File: config.mk
export PLATFORM = sky130hd
export DESIGN_NAME = smi_stream_ctrl_flat
export DESIGN_NICKNAME = d
export VERILOG_FILES = /design/src/rtl/smi_stream_ctrl_if.sv /design/src/rtl/smi_stream_ctrl.sv /design/src/flat_wrapper.sv
export SDC_FILE = /design/constraint.sdc
export NUM_CORES = 1
export LEC_CHECK = 0
export ABC_CLOCK_PERIOD_IN_PS = 4600
export BUFFER_PORTS_ARGS = -buffer_cell sky130_fd_sc_hd__buf_2
export CAP_MARGIN = 10
export CORE_MARGIN = 5
export CORE_UTILIZATION = 30
export DETAILED_ROUTE_END_ITERATION = 10
export PLACE_DENSITY = 0.48
export SLEW_MARGIN = 20
export SYNTH_ARGS = -nofsm -noshare
export SYNTH_HDL_FRONTEND = slang
export SYNTH_SLANG_ARGS = --single-unit
export TNS_END_PERCENT = 10
File: constraint.sdc
create_clock -name i_sys_clk -period 4.6 [get_ports i_sys_clk]
set_clock_uncertainty 0.15 [all_clocks]
set_input_delay 0.92 -clock i_sys_clk [delete_from_list [all_inputs] [get_ports i_sys_clk]]
set_output_delay 0.92 -clock i_sys_clk [all_outputs]
set_load 0.02 [all_outputs]
File: src/rtl/smi_stream_ctrl_if.sv
`default_nettype none
// ============================================================================
// Module   : smi_stream_ctrl_if
// Brief    : Host-side SMI strobe bus plus IOC register bus of the stream controller.
// Revision : 1.0
// ============================================================================
interface smi_stream_ctrl_if #(
    parameter int SMI_W = 8
);
    logic [4:0]       i_ioc;
    logic [7:0]       i_data_in;
    logic [7:0]       o_data_out;
    logic             i_cs;
    logic             i_fetch_cmd;
    logic             i_load_cmd;
    logic             i_smi_soe_se;
    logic             i_smi_swe_srw;
    logic [SMI_W-1:0] i_smi_data_in;
    logic [SMI_W-1:0] o_smi_data_out;
    logic             o_smi_read_req;
    logic             o_smi_write_req;

    modport master (
        output i_ioc, i_data_in, i_cs, i_fetch_cmd, i_load_cmd,
        output i_smi_soe_se, i_smi_swe_srw, i_smi_data_in,
        input  o_data_out, o_smi_data_out, o_smi_read_req, o_smi_write_req
    );

    modport slave (
        input  i_ioc, i_data_in, i_cs, i_fetch_cmd, i_load_cmd,
        input  i_smi_soe_se, i_smi_swe_srw, i_smi_data_in,
        output o_data_out, o_smi_data_out, o_smi_read_req, o_smi_write_req
    );
endinterface
`default_nettype wire

File: src/rtl/smi_stream_ctrl.sv
`default_nettype none
// ============================================================================
// Module   : smi_stream_ctrl
// Brief    : Synchronous SMI byte-stream bridge to NUM_CH RX/TX FIFO pairs.
// Revision : 1.0
// ============================================================================
module smi_stream_ctrl #(
    parameter int         SMI_W   = 8,
    parameter int         WORD_W  = 32,
    parameter int         NUM_CH  = 2,
    parameter int         CNT_W   = 8,
    parameter logic [7:0] VERSION = 8'h02,
    localparam int        CH_W    = (NUM_CH > 1) ? $clog2(NUM_CH) : 1
) (
    input  wire logic                     i_sys_clk,
    input  wire logic                     i_rst,
    smi_stream_ctrl_if.slave              bus,
    output logic [NUM_CH-1:0]             o_rx_fifo_pull,
    input  wire logic [NUM_CH*WORD_W-1:0] i_rx_fifo_pulled_data,
    input  wire logic [NUM_CH-1:0]        i_rx_fifo_empty,
    output logic [NUM_CH-1:0]             o_tx_fifo_push,
    output logic [WORD_W-1:0]             o_tx_fifo_pushed_data,
    input  wire logic [NUM_CH-1:0]        i_tx_fifo_full,
    output logic [CH_W-1:0]               o_channel,
    output logic                          o_dir,
    output logic                          o_cond_tx
);
    localparam int c_BEATS  = WORD_W / SMI_W;
    localparam int c_BEAT_W = (c_BEATS > 1) ? $clog2(c_BEATS) : 1;
    localparam int c_P      = c_BEATS * (SMI_W - 1) - 1;

    // Strobe synchronisers idle high so reset never fakes a falling edge.
    logic [2:0] r_soe_sync, r_swe_sync;
    logic       w_rx_beat, w_tx_beat;

    always_ff @(posedge i_sys_clk) begin
        if (i_rst) begin
            r_soe_sync <= 3'b111;
            r_swe_sync <= 3'b111;
        end else begin
            r_soe_sync <= {r_soe_sync[1:0], bus.i_smi_soe_se};
            r_swe_sync <= {r_swe_sync[1:0], bus.i_smi_swe_srw};
        end
    end

    assign w_rx_beat = r_soe_sync[2] & ~r_soe_sync[1] & ~o_dir;
    assign w_tx_beat = r_swe_sync[2] & ~r_swe_sync[1] & o_dir;

    logic              w_fetch, w_load, w_wr_ch, w_wr_dir;
    logic [CH_W-1:0]   w_pend_ch, r_pend_ch;
    logic              w_pend_dir, r_pend_dir, r_pend, w_pend_any, w_apply;
    logic [c_BEAT_W-1:0] r_rx_beat, r_tx_state, w_tx_state_nxt;

    assign w_fetch    = bus.i_cs & bus.i_fetch_cmd;
    assign w_load     = bus.i_cs & bus.i_load_cmd & ~bus.i_fetch_cmd;
    assign w_wr_ch    = w_load && (bus.i_ioc == 5'd2)
                        && (32'(bus.i_data_in[CH_W-1:0]) < NUM_CH);
    assign w_wr_dir   = w_load && (bus.i_ioc == 5'd3);
    assign w_pend_ch  = w_wr_ch  ? bus.i_data_in[CH_W-1:0] : r_pend_ch;
    assign w_pend_dir = w_wr_dir ? bus.i_data_in[0]        : r_pend_dir;
    assign w_pend_any = r_pend | w_wr_ch | w_wr_dir;
    assign w_apply    = w_pend_any && (r_rx_beat == '0) && (r_tx_state == '0);

    always_ff @(posedge i_sys_clk) begin
        if (i_rst) begin
            r_pend_ch  <= '0;
            r_pend_dir <= 1'b0;
            r_pend     <= 1'b0;
            o_channel  <= '0;
            o_dir      <= 1'b0;
        end else begin
            r_pend_ch  <= w_pend_ch;
            r_pend_dir <= w_pend_dir;
            if (w_apply) begin
                o_channel <= w_pend_ch;
                o_dir     <= w_pend_dir;
                r_pend    <= 1'b0;
            end else begin
                r_pend    <= w_pend_any;
            end
        end
    end

    // ---------------- RX path ----------------
    logic [WORD_W-1:0] r_rx_word, w_rx_sel;
    logic              r_rx_valid, w_pull_en;

    assign w_rx_sel  = i_rx_fifo_pulled_data[o_channel*WORD_W +: WORD_W];
    // A pull is withheld while a channel switch lands so the word goes to the new channel.
    assign w_pull_en = ~i_rst & ~o_dir & ~r_rx_valid & ~i_rx_fifo_empty[o_channel] & ~w_apply;

    always_comb begin
        o_rx_fifo_pull = '0;
        for (int c = 0; c < NUM_CH; c++) begin
            o_rx_fifo_pull[c] = w_pull_en && (o_channel == CH_W'(c));
        end
    end

    always_ff @(posedge i_sys_clk) begin
        if (i_rst) begin
            r_rx_word          <= '0;
            r_rx_valid         <= 1'b0;
            r_rx_beat          <= '0;
            bus.o_smi_data_out <= '0;
        end else begin
            if (w_rx_beat) begin
                if (!r_rx_valid) begin
                    bus.o_smi_data_out <= '0;
                end else begin
                    bus.o_smi_data_out <= r_rx_word[r_rx_beat*SMI_W +: SMI_W];
                    if (r_rx_beat == c_BEAT_W'(c_BEATS - 1)) begin
                        r_rx_beat  <= '0;
                        r_rx_valid <= 1'b0;
                    end else begin
                        r_rx_beat  <= r_rx_beat + 1'b1;
                    end
                end
            end
            if (w_pull_en) begin
                r_rx_word  <= w_rx_sel;
                r_rx_valid <= 1'b1;
            end
            if (w_apply) begin
                r_rx_valid <= 1'b0;
            end
        end
    end

    assign bus.o_smi_read_req  = ~o_dir & (r_rx_valid | ~i_rx_fifo_empty[o_channel]);
    assign bus.o_smi_write_req = o_dir & ~i_tx_fifo_full[o_channel];

    // ---------------- TX path ----------------
    logic [SMI_W-1:0] w_d;
    logic [c_P-1:0]   r_tx_acc, w_tx_acc_nxt;
    logic             r_tx_cond, w_tx_cond_nxt, w_tx_last, w_sync_inc;

    assign w_d = bus.i_smi_data_in;

    always_comb begin
        w_tx_acc_nxt   = r_tx_acc;
        w_tx_cond_nxt  = r_tx_cond;
        w_tx_state_nxt = r_tx_state;
        w_tx_last      = 1'b0;
        w_sync_inc     = 1'b0;
        if (w_tx_beat) begin
            if (w_d[SMI_W-1]) begin
                w_sync_inc    = (r_tx_state != '0);
                w_tx_acc_nxt  = c_P'(w_d[SMI_W-3:0]);
                w_tx_cond_nxt = w_d[SMI_W-2];
                if (c_BEATS == 1) begin
                    w_tx_last      = 1'b1;
                    w_tx_state_nxt = '0;
                end else begin
                    w_tx_state_nxt = c_BEAT_W'(1);
                end
            end else if (r_tx_state == '0) begin
                w_sync_inc = 1'b1;
            end else begin
                w_tx_acc_nxt = (r_tx_acc << (SMI_W - 1)) | c_P'(w_d[SMI_W-2:0]);
                if (r_tx_state == c_BEAT_W'(c_BEATS - 1)) begin
                    w_tx_last      = 1'b1;
                    w_tx_state_nxt = '0;
                end else begin
                    w_tx_state_nxt = r_tx_state + 1'b1;
                end
            end
        end
    end

    always_ff @(posedge i_sys_clk) begin
        if (i_rst) begin
            r_tx_state            <= '0;
            r_tx_acc              <= '0;
            r_tx_cond             <= 1'b0;
            o_tx_fifo_push        <= '0;
            o_tx_fifo_pushed_data <= '0;
            o_cond_tx             <= 1'b0;
        end else begin
            r_tx_state     <= w_tx_state_nxt;
            r_tx_acc       <= w_tx_acc_nxt;
            r_tx_cond      <= w_tx_cond_nxt;
            o_tx_fifo_push <= '0;
            if (w_tx_last && !i_tx_fifo_full[o_channel]) begin
                for (int c = 0; c < NUM_CH; c++) begin
                    o_tx_fifo_push[c] <= (o_channel == CH_W'(c));
                end
                o_tx_fifo_pushed_data <= WORD_W'(w_tx_acc_nxt);
                o_cond_tx             <= w_tx_cond_nxt;
            end
        end
    end

    // ---------------- Error counters and register file ----------------
    logic [CNT_W-1:0] r_cnt_under, r_cnt_over, r_cnt_sync;
    logic             w_under_inc, w_over_inc;
    logic [7:0]       w_rd_mux;

    assign w_under_inc = w_rx_beat & ~r_rx_valid;
    assign w_over_inc  = w_tx_last & i_tx_fifo_full[o_channel];

    always_ff @(posedge i_sys_clk) begin
        if (i_rst) begin
            r_cnt_under <= '0;
            r_cnt_over  <= '0;
            r_cnt_sync  <= '0;
        end else begin
            if (w_under_inc && r_cnt_under != '1) r_cnt_under <= r_cnt_under + 1'b1;
            if (w_over_inc  && r_cnt_over  != '1) r_cnt_over  <= r_cnt_over + 1'b1;
            if (w_sync_inc  && r_cnt_sync  != '1) r_cnt_sync  <= r_cnt_sync + 1'b1;
            if (w_load && bus.i_ioc == 5'd4) r_cnt_under <= '0;
            if (w_load && bus.i_ioc == 5'd5) r_cnt_over  <= '0;
            if (w_load && bus.i_ioc == 5'd6) r_cnt_sync  <= '0;
        end
    end

    always_comb begin
        w_rd_mux = 8'h00;
        case (bus.i_ioc)
            5'd0: w_rd_mux = VERSION;
            5'd1: w_rd_mux = {3'b000, r_rx_valid, r_pend, o_dir,
                              i_tx_fifo_full[o_channel], i_rx_fifo_empty[o_channel]};
            5'd4: w_rd_mux = r_cnt_under[7:0];
            5'd5: w_rd_mux = r_cnt_over[7:0];
            5'd6: w_rd_mux = r_cnt_sync[7:0];
            default: w_rd_mux = 8'h00;
        endcase
    end

    always_ff @(posedge i_sys_clk) begin
        if (i_rst) begin
            bus.o_data_out <= 8'h00;
        end else if (w_fetch) begin
            bus.o_data_out <= w_rd_mux;
        end
    end
endmodule
`default_nettype wire

File: src/flat_wrapper.sv
// flat-port wrapper written by rule: the top's interface ports become plain ports
module smi_stream_ctrl_flat 
#(
    parameter int         SMI_W   = 8,
    parameter int         WORD_W  = 32,
    parameter int         NUM_CH  = 2,
    parameter int         CNT_W   = 8,
    parameter logic [7:0] VERSION = 8'h02,
    localparam int        CH_W    = (NUM_CH > 1) ? $clog2(NUM_CH) : 1
)
  (i_sys_clk, i_rst, o_rx_fifo_pull, i_rx_fifo_pulled_data, i_rx_fifo_empty, o_tx_fifo_push, o_tx_fifo_pushed_data, i_tx_fifo_full, o_channel, o_dir, o_cond_tx, bus_i_ioc, bus_i_data_in, bus_i_cs, bus_i_fetch_cmd, bus_i_load_cmd, bus_i_smi_soe_se, bus_i_smi_swe_srw, bus_i_smi_data_in, bus_o_data_out, bus_o_smi_data_out, bus_o_smi_read_req, bus_o_smi_write_req);
  smi_stream_ctrl_if #(.SMI_W(SMI_W)) bus_i ();
  input  wire logic i_sys_clk;
  input  wire logic i_rst;
  output logic [NUM_CH-1:0] o_rx_fifo_pull;
  input  wire logic [NUM_CH*WORD_W-1:0] i_rx_fifo_pulled_data;
  input  wire logic [NUM_CH-1:0] i_rx_fifo_empty;
  output logic [NUM_CH-1:0] o_tx_fifo_push;
  output logic [WORD_W-1:0] o_tx_fifo_pushed_data;
  input  wire logic [NUM_CH-1:0] i_tx_fifo_full;
  output logic [CH_W-1:0] o_channel;
  output logic o_dir;
  output logic o_cond_tx;
  input wire logic [$bits(bus_i.i_ioc)-1:0] bus_i_ioc;
  input wire logic [$bits(bus_i.i_data_in)-1:0] bus_i_data_in;
  input wire logic [$bits(bus_i.i_cs)-1:0] bus_i_cs;
  input wire logic [$bits(bus_i.i_fetch_cmd)-1:0] bus_i_fetch_cmd;
  input wire logic [$bits(bus_i.i_load_cmd)-1:0] bus_i_load_cmd;
  input wire logic [$bits(bus_i.i_smi_soe_se)-1:0] bus_i_smi_soe_se;
  input wire logic [$bits(bus_i.i_smi_swe_srw)-1:0] bus_i_smi_swe_srw;
  input wire logic [$bits(bus_i.i_smi_data_in)-1:0] bus_i_smi_data_in;
  output wire logic [$bits(bus_i.o_data_out)-1:0] bus_o_data_out;
  output wire logic [$bits(bus_i.o_smi_data_out)-1:0] bus_o_smi_data_out;
  output wire logic [$bits(bus_i.o_smi_read_req)-1:0] bus_o_smi_read_req;
  output wire logic [$bits(bus_i.o_smi_write_req)-1:0] bus_o_smi_write_req;
  assign bus_i.i_ioc = bus_i_ioc;
  assign bus_i.i_data_in = bus_i_data_in;
  assign bus_i.i_cs = bus_i_cs;
  assign bus_i.i_fetch_cmd = bus_i_fetch_cmd;
  assign bus_i.i_load_cmd = bus_i_load_cmd;
  assign bus_i.i_smi_soe_se = bus_i_smi_soe_se;
  assign bus_i.i_smi_swe_srw = bus_i_smi_swe_srw;
  assign bus_i.i_smi_data_in = bus_i_smi_data_in;
  assign bus_o_data_out = bus_i.o_data_out;
  assign bus_o_smi_data_out = bus_i.o_smi_data_out;
  assign bus_o_smi_read_req = bus_i.o_smi_read_req;
  assign bus_o_smi_write_req = bus_i.o_smi_write_req;
  smi_stream_ctrl #(.SMI_W(SMI_W), .WORD_W(WORD_W), .NUM_CH(NUM_CH), .CNT_W(CNT_W), .VERSION(VERSION)) u_core (.i_sys_clk(i_sys_clk), .i_rst(i_rst), .bus(bus_i), .o_rx_fifo_pull(o_rx_fifo_pull), .i_rx_fifo_pulled_data(i_rx_fifo_pulled_data), .i_rx_fifo_empty(i_rx_fifo_empty), .o_tx_fifo_push(o_tx_fifo_push), .o_tx_fifo_pushed_data(o_tx_fifo_pushed_data), .i_tx_fifo_full(i_tx_fifo_full), .o_channel(o_channel), .o_dir(o_dir), .o_cond_tx(o_cond_tx));
endmodule
Yosys cells after proc, flatten, opt, wreduce, memory -nomap -nowiden
Index checks and enable logic that the tools add are counted.
{"block": "totals", "wordCells": 125, "out_inout_bits": 57, "register_bits": 146}
{"block": "op_classes", "n_mux": 28, "n_shift": 2, "n_eq_ne": 12, "reduce_logical": 26, "n_lt_le_gt_ge": 1, "add_sub_neg": 5, "n_bitwise": 30}
{"operator": "27-bit two-way mux", "count": 3}
{"operator": "64-bit by 7-bit variable part select with 32-bit output", "count": 1}
{"operator": "8-bit one-hot mux with 5 select lines", "count": 1}
{"operator": "32-bit by 6-bit variable part select with 8-bit output", "count": 1}
{"operator": "27-bit by 7-bit bitwise OR with 27-bit output", "count": 1}
{"operator": "8-bit by 1-bit adder with 8-bit output (second input constant)", "count": 3}
{"operator": "8-bit != test (second input constant)", "count": 3}
{"operator": "1-bit two-way mux", "count": 19}
{"operator": "1-bit bitwise AND", "count": 15}
{"operator": "5-bit by 3-bit equality test with 1-bit output (second input constant)", "count": 3}
{"operator": "1-bit logical AND", "count": 13}
{"operator": "1-bit NOT", "count": 11}
{"operator": "5-bit by 2-bit equality test with 1-bit output (second input constant)", "count": 2}
{"operator": "2-bit OR reduction", "count": 5}
{"operator": "2-bit two-way mux", "count": 4}
{"operator": "8-bit two-way mux", "count": 1}
{"operator": "5-bit by 1-bit equality test with 1-bit output (second input constant)", "count": 1}
{"operator": "5-bit zero test", "count": 1}
{"operator": "2-bit by 1-bit adder with 2-bit output (second input constant)", "count": 2}
{"operator": "2-bit equality test (second input constant)", "count": 2}
{"operator": "2-bit zero test", "count": 2}
{"operator": "2-bit AND reduction", "count": 2}
{"operator": "2-bit nonzero test", "count": 2}
{"operator": "1-bit bitwise OR", "count": 3}
{"operator": "3 further kinds", "count": 3}

Longest topological paths before layout
Gate-level depths: netlist (run 1).
{"block": "logic_depth", "word_depth": 10, "ltp_mapped": 9, "ltp_nobuf": 7}

Worst setup path after synthesis (run 1)
Ideal clock, no wire load.
{"block": "synth_timing", "path_kind": "input to output", "from": "input port bus_i_ioc[4]", "to": "output port o_rx_fifo_pull[1]", "setup_slack_ns": 1.398, "t_arrival_ns": 2.132, "required_time_ns": 3.530, "cell_stages": 4, "n_path_buf": 1, "path_cell_list": "nor4b_1 > nand3_1 > clkbuf_1 > and3_1"}
{"block": "synth_between", "elab_chain_len": 9, "word_cells_on_any_way": 11}
{"element": "from (decl)", "line_no": "flat_wrapper.sv:24", "source": "input wire logic [$bits(bus_i.i_ioc)-1:0] bus_i_ioc;"}
{"element": "5-bit by 2-bit equality test with 1-bit output", "line_no": "smi_stream_ctrl.sv:56", "source": "assign w_wr_ch = w_load && (bus.i_ioc == 5'd2)"}
{"element": "1-bit logical AND", "line_no": "smi_stream_ctrl.sv:56"}
{"element": "1-bit bitwise OR", "line_no": "smi_stream_ctrl.sv:61", "source": "assign w_pend_any = r_pend | w_wr_ch | w_wr_dir;"}
{"element": "1-bit bitwise OR (*)", "line_no": "smi_stream_ctrl.sv:61"}
{"element": "1-bit logical AND (*) (2 in a row)", "line_no": "smi_stream_ctrl.sv:62", "source": "assign w_apply = w_pend_any && (r_rx_beat == '0) && (r_tx_state == '0);"}
{"element": "1-bit NOT (*)", "line_no": "smi_stream_ctrl.sv:90", "source": "assign w_pull_en = ~i_rst & ~o_dir & ~r_rx_valid & ~i_rx_fifo_empty[o_channel] & ~w_apply;"}
{"element": "1-bit bitwise AND (*)", "line_no": "smi_stream_ctrl.sv:90"}
{"element": "1-bit logical AND (*)", "line_no": "smi_stream_ctrl.sv:95", "source": "o_rx_fifo_pull[c] = w_pull_en && (o_channel == CH_W'(c));"}
{"element": "to (decl)", "line_no": "flat_wrapper.sv:15", "source": "output logic [NUM_CH-1:0] o_rx_fifo_pull;"}
Every way passes the cells marked *; elsewhere a longest branch is shown, timed or not.

Final worst setup path (run 1)
{"block": "layout_timing", "from": "register u_core.r_rx_beat[1]", "to": "output port o_rx_fifo_pull[1]"}
{"block": "layout_between", "elab_chain_len": 6}
{"element": "from (decl)", "line_no": "smi_stream_ctrl.sv:52", "source": "logic [c_BEAT_W-1:0] r_rx_beat, r_tx_state, w_tx_state_nxt;"}
{"element": "from (signal assigned)", "line_no": "smi_stream_ctrl.sv:115", "source": "r_rx_beat <= r_rx_beat + 1'b1;"}
{"element": "2-bit zero test", "line_no": "smi_stream_ctrl.sv:62"}
{"element": "1-bit logical AND (2 in a row)", "line_no": "smi_stream_ctrl.sv:62"}
{"element": "1-bit NOT", "line_no": "smi_stream_ctrl.sv:90"}
{"element": "1-bit bitwise AND", "line_no": "smi_stream_ctrl.sv:90"}
{"element": "1-bit logical AND", "line_no": "smi_stream_ctrl.sv:95"}
No other way between the ends.

==> parameters.txt, run 1 <==
Parameter                              Value

Floorplanning
  Rows    53
  Horizontal extent of the die    156 um
  Boundary Pins    153
  Initial core utilization    0.305
  Overall die height    156 um
  Placeable core area    21000 um^2
  Die area    24400 um^2

Synth
  Number of distinct library cell variants in the gate-level netlist after synthesis    60
  Flip-flop and latch count after synthesis    146
  Area share of the largest cell type after synthesis    0.456
  Instance count of the mapped netlist    683
  Mean post-synth cell area    9.38 um^2
  Predominant post-synthesis flop cell    dfxtp_1
  Proportion of synthesized chip area in sequential cells    0.456
  Cell area after synthesis    6400 um^2
  Number of synthesized flops with an enable pin    0
  Main area contributors after synthesis    dfxtp_1, mux2i_1, a211oi_1
  Cell taking the most area after synthesis    dfxtp_1
  Synth warn    0
  Share of flip-flops with an asynchronous set or reset    0

Worst setup path
  Largest fanout on the critical path    34
  CP startpoint    u_core.r_rx_beat[1]
  Kind of start point of the critical path    flip-flop
  Capturing instance or port of the critical path    o_rx_fifo_pull[1]
  Count of buffer and inverter cells on the critical path    3
  Most Frequent Cell on Critical Path    and3_1
  Top delay family on crit path    buffers and inverters
  CP Cell Sequence    inv_1, ha_1, and3_1, nand3_1, buf_4, and3_1, buf_2
  Kind of end point of the critical path    output port
  Setup slack, reg-to-reg    2.06 ns
  Delay contributed by the slowest stage of the critical path    0.62 ns
  Worst r2r src    u_core.o_dir
  Critical path class    flip-flop to output port
  Data required time at the worst endpoint    3.53 ns
  CP max stage cell    dfxtp_1
  Worst R2R Path Depth    4
  Reg2Reg Capture Point    u_core.r_cnt_over[3]
  Count of cell instances traversed by the critical path    7
  Worst EP arrival    2.43 ns

Power
  Post-layout power    2.96 mW
  Standby leakage power    3.11 nW
  Worst voltage drop across the vdd grid    0.199 mV
  Areal power density over the cells    373 nW/um^2

Clock tree
  CTS Buffer Depth    2
  Clock latency reported for the late side of the worst-skew pair    0.42 ns
  Clock root cell    clkbuf_16
  TritonCTS clock tree    built
  Total clock buffers created by CTS    17
  Clock-pin slew on the worst setup and hold paths    0.06 ns
  Buffers inserted by post-CTS timing repair    0
  Total clock sinks    146
  Cts-stage hold buffer count    0
  H-tree depth    4
  Post-cts repair resize count    0

Detailed routing
  DRC violations left    0
  Detailed Routing Iterations Pass 1    4
  Antenna Violating Nets Remaining    0
  Vias    5372
  Routed Wire Length    17500 um
  First-iteration detailed-routing DRC count    316
  Wire length per cell after detailed routing    16.1 um
  Average vias per placed instance    4.93

Min path
  HP Class    flip-flop to flip-flop

STA
  Slew headroom    0.323
  Final critical path time including I/O delays and setup    3.50 ns
  Hold Violations, Final    0
  Maximum operating frequency    286 MHz
  Period utilisation layout    0.760
  Post-route setup TNS    0 ns
  Slew at the pin closest to its max-slew limit    1.02 ns
  Worst hold-check slack    0.276 ns
  Final Setup Violations    0
  Number of pins exceeding their max-slew limit in the final report    0
  Unrepaired setup endpoints after global routing    no

Status
  Run status    completed

Layout
  Filler cell count    2167
  Combined flip-flop and latch cell area    2920 um^2
  Final design utilization    0.378
  Post-layout instance count excluding filler cells    1089
  Post-layout nets    905
  Layout overhead on the synthesized area    24.1%
  N_diodes    0
  Layout cell share with drive strength beyond 1    0.254
  Multi-input gate area in the final layout    3210 um^2

Global route
  Antenna violations before repair    0
  GRT Util Overall    0.144
  Via count of the first global-routing pass    5336
  Pin count of the biggest net entering global routing    64
  Wire length of the first global-routing pass    28300 um
  Overflow left after global routing    0

Placement
  Final weighted congestion of routability-driven global placement    0.790
  Placed instance count    1057
  Post-detail-place hpwl    12500 um
  Port-buffer cells    140

Job
  Count of max-cap constraint violations    0
## metal layers
layer | track usage | part of all wire | vias to the layer above
li1 | - | - | 2741
met1 | 0.200 | 0.49 | 2495
met2 | 0.226 | 0.46 | 124
met3 | 0.0350 | 0.043 | 12
met4 | 0.0347 | 0.0094 | 0
met5 | 0 | 0 | -
## flip-flops by register name, summed over array words and instances, names as in the netlist, 2 cells and up
name,flops
u_core.r_rx_word,32
u_core.o_tx_fifo_pushed_data,27
u_core.r_tx_acc,27
u_core.bus.o_data_out,8
u_core.bus.o_smi_data_out,8
u_core.r_cnt_over,8
u_core.r_cnt_sync,8
u_core.r_cnt_under,8
u_core.r_soe_sync,3
u_core.r_swe_sync,3
u_core.o_tx_fifo_push,2
u_core.r_rx_beat,2
u_core.r_tx_state,2
## cell usage in the layout (no fill, tap or decap), drive strengths merged, types with 8 or more instances in the layout
cell type	instances
a211oi	62
a21oi	51
a22oi	30
and3	10
buf	151
clkbuf	17
dfxtp	146
ha	8
inv	20
mux2i	51
mux4	8
nand2	32
nand3	12
nor2	91
o21ai	16
## worst min path at each step
stage,startpoint,to,slack [ns],depth (start not counted)
final,u_core.r_soe_sync[0],u_core.r_soe_sync[1],0.28,1
after detailed placement,u_core.r_soe_sync[0],u_core.r_soe_sync[1],0.26,1
after global placement,u_core.r_soe_sync[0],u_core.r_soe_sync[1],0.26,1
after CTS,u_core.r_soe_sync[0],u_core.r_soe_sync[1],0.27,1
after global routing,u_core.bus.o_data_out[4],u_core.bus.o_data_out[4],0.30,2
after floorplan,u_core.r_soe_sync[0],u_core.r_soe_sync[1],0.24,1
## kinds of logic after synthesis
family	after synthesis	synth area share
fa+ha+maj	8	0.0156
mux	61	0.111
flops	146	0.456
buf+inv	68	0.0463
xor+xnor	10	0.0137
compound gates	191	0.202
other cells	1	0.000586
simple gates	198	0.154
## worst reg2reg max path: cells and delay by family, from the launching register on
family / cells / cell delay [ns]
and+or+nand+nor: 3 / 1.48
DFF: 1 / 0.70
AOI/OAI and AO/OA: 1 / 0.14
## power by group
part / internal, mW / switching, mW / leakage (nW) / total, mW
clock: 0.881 / 0.607 / 0.305 / 1.49
sequential: 1.29 / 0.0166 / 1.18 / 1.31
combinational: 0.0749 / 0.0964 / 1.62 / 0.171
total: 2.24 / 0.720 / 3.11 / 2.96
## cells in the mapped netlist, drive strengths merged, types with 2 or more instances
cell,instances
o2bb2ai,2
o2111ai,4
nand3b,2
and4,2
inv,12
a211oi,62
or4,2
a21oi,51
nand3,12
nand2,32
and2,6
o211ai,4
mux2,2
xor2,7
clkbuf,35
xnor2,3
and3,10
a21o,3
nor2,91
a22oi,30
nor4b,3
nor3,3
o21ai,16
mux4,8
or2,6
ha,8
nor4,3
mux2i,51
a22o,4
nor2b,6
nor4bb,2
nor3b,5
buf,21
a32oi,2
nand4,4
or3,3
dfxtp,146
nand4b,2
o41ai,3
## stage by stage
step                      area [um^2]  setup WS (ns)
after global routing             7950          0.926
final                            7950           1.10
after global placement           7310           1.22
after detailed placement         7310           1.24
after CTS                        7950           1.07
after floorplan                  6420           1.40
## cell type report
cell class / count / area share
clock buffer: 17 / 0.0535
clock inverter: 15 / 0.0268
inverter: 12 / 0.00567
multi-input combinational: 473 / 0.404
sequential: 146 / 0.368
tap: 275 / 0.0433
timing repair buffer: 151 / 0.0989
Power figures use the tool's default switching activity.
==> run 2: changes to the inputs <==
- ABC_CLOCK_PERIOD_IN_PS: 4600 -> 3200
- PLACE_DENSITY: 0.48 -> 0.5
- clock period: 4.6 -> 3.2 ns (I/O delays scaled with it)
==> run 2 against run 1 <==
Against the previous run: critical path depth shrank 1; utilization shrank 0.066 points; critical path type unchanged; routed wire length shrank 1.7%; global-route usage shrank 0.39 points; sequential power grew 44%; highest routed layer unchanged; final cell count grew 0.28%; design area shrank 0.17%; die area is the same.
==> parameters.txt, run 2 (same netlist as run 1, synthesis figures left out) <==
Parameter                              Value

Status
  Run status    completed

Global route
  Wire length of the first global-routing pass    27400 um
  Met1 Resource Use GR    0.191
  Global routing met2 resource utilization    0.218
  Antenna violations before repair    0
  Global-route track usage on met3    0.0402
  Via count of the first global-routing pass    5158
  Most utilized layer in the global route result    met2
  GRT Util Overall    0.140
  Overflow left after global routing    0
  Pin count of the biggest net entering global routing    80

Worst setup path
  Worst r2r src    u_core.r_tx_state[0]
  Data required time at the worst endpoint    2.41 ns
  Reg2Reg Capture Point    u_core.o_tx_fifo_pushed_data[15]
  Kind of end point of the critical path    output port
  CP startpoint    u_core.r_tx_state[0]
  Delay contributed by the slowest stage of the critical path    0.38 ns
  CP max stage cell    dfxtp_1
  Most Frequent Cell on Critical Path    and3_1
  Setup slack, reg-to-reg    0.85 ns
  CP Cell Sequence    inv_1, ha_1, and3_1, and3_1, nor3_1, buf_2
  Worst EP arrival    1.94 ns
  Kind of start point of the critical path    flip-flop
  Capturing instance or port of the critical path    o_rx_fifo_pull[0]
  Critical path class    flip-flop to output port
  Worst R2R Path Depth    5
  Largest fanout on the critical path    7

Placement
  Final weighted congestion of routability-driven global placement    0.863
  Post-detail-place hpwl    12400 um
  Area post-placement    7340 um^2
  Port-buffer cells    140
  Placed instance count    1060

Floorplanning
  Placeable core area    21000 um^2
  Rows    53
  Initial core utilization    0.305
  Overall die height    156 um
  Die area    24400 um^2
  Boundary Pins    153
  Horizontal extent of the die    156 um

Clock tree
  Post-cts repair resize count    0
  Clock latency reported for the late side of the worst-skew pair    0.42 ns
  Cts-stage hold buffer count    0
  Total clock sinks    146
  Clock-pin slew on the worst setup and hold paths    0.06 ns
  Total clock buffers created by CTS    17
  CTS Buffer Depth    2
  Buffers inserted by post-CTS timing repair    0
  H-tree depth    4
  Clock root cell    clkbuf_16
  TritonCTS clock tree    built

Layout
  Post-layout nets    908
  Leading cell type in the layout, fill and taps excluded    dfxtp_1
  Largest registers    u_core.r_rx_word: 32 flops, u_core.o_tx_fifo_pushed_data: 27 flops, u_core.r_tx_acc: 27 flops
  Layout cell share with drive strength beyond 1    0.257
  Post-layout instance count excluding filler cells    1092
  N_diodes    0
  Filler cell count    2134
  Flip-flop count of the largest register, all copies and words added    32
  Layout overhead on the synthesized area    23.9%
  Top register by number of flip-flops    u_core.r_rx_word
  Final design utilization    0.377
  Highest-count cells in the layout ignoring fill and taps    dfxtp_1, buf_2, nor2_1
  Final design instance area without fill    7930 um^2

Min path
  HP Class    input pin to flip-flop
  Worst hold path startpoint    bus_i_smi_soe_se

STA
  Final critical path time including I/O delays and setup    2.73 ns
  Maximum operating frequency    366 MHz
  Post-route setup TNS    0 ns
  Hold Violations, Final    0
  Period utilisation layout    0.854
  Final Setup Violations    0
  Unrepaired setup endpoints after global routing    no
  Number of pins exceeding their max-slew limit in the final report    0
  Slew at the pin closest to its max-slew limit    1.05 ns
  Worst hold-check slack    0.253 ns
  Slew headroom    0.301

Power
  Standby leakage power    3.11 nW
  Areal power density over the cells    518 nW/um^2
  Worst voltage drop across the vdd grid    0.356 mV

Job
  Count of max-cap constraint violations    0

Detailed routing
  Detailed Routing Iterations Pass 1    4
  DRC violations left    0
  Antenna Violating Nets Remaining    0
  Vias    5396
  Average vias per placed instance    4.94
  First-iteration detailed-routing DRC count    309
  Wire length per cell after detailed routing    15.7 um
  Routed Wire Length    17200 um
-- run 2: cell types whose count changed in the layout (fill, tap and decap cells not counted) --
cell | previous run | this run
buf_4 | 12 | 14
clkinv_4 | 0 | 1
clkinv_8 | 2 | 1
inv_8 | 2 | 4
bufinv_16 | 3 | 1
inv_6 | 6 | 5
clkinv_2 | 0 | 1
buf_12 | 0 | 1
-- run 2: routing by layer --
metal | up-vias | wire length [um]
met2 | 133 | 7810
met4 | 0 | 233
met5 | - | 0
met1 | 2503 | 8200
li1 | 2741 | -
met3 | 19 | 955
-- run 2: critical path: cells and delay by family, from the launching register on --
family | cells | cell delay (ns)
fa+ha+maj | 1 | 0.29
buf+inv | 2 | 0.27
flops | 1 | 0.38
simple gates | 3 | 0.59
-- run 2: through the flow --
stage,total power [mW],worst slack (ns)
after global routing,4.27,0.346
after floorplan,2.06,0.331
after global placement,2.17,0.649
final,4.11,0.466
after CTS,4.17,0.448
after detailed placement,2.17,0.653
-- run 2: layout make-up --
cell class | count | area, um^2 | area share
clock buffer | 17 | 425 | 0.0536
clock inverter | 15 | 164 | 0.0207
inverter | 12 | 45.0 | 0.00568
multi-input combinational | 473 | 3210 | 0.404
sequential | 146 | 2920 | 0.369
tap | 275 | 344 | 0.0434
timing repair buffer | 154 | 821 | 0.103
-- run 2: power by group --
part	total, mW	switching [mW]	internal [mW]
sequential	1.88	0.0256	1.85
clock	1.99	0.880	1.11
combinational	0.245	0.137	0.109
-- run 2: worst min path at each step --
stage                                end  slack (ns)  cells after the start
global placement    u_core.r_swe_sync[1]        0.25                      1
detailed placement  u_core.r_swe_sync[1]        0.25                      1
CTS                 u_core.r_soe_sync[0]        0.23                      2
global route        u_core.r_soe_sync[0]        0.24                      2
finish              u_core.r_soe_sync[0]        0.25                      2
floorplan           u_core.r_soe_sync[1]        0.24                      1
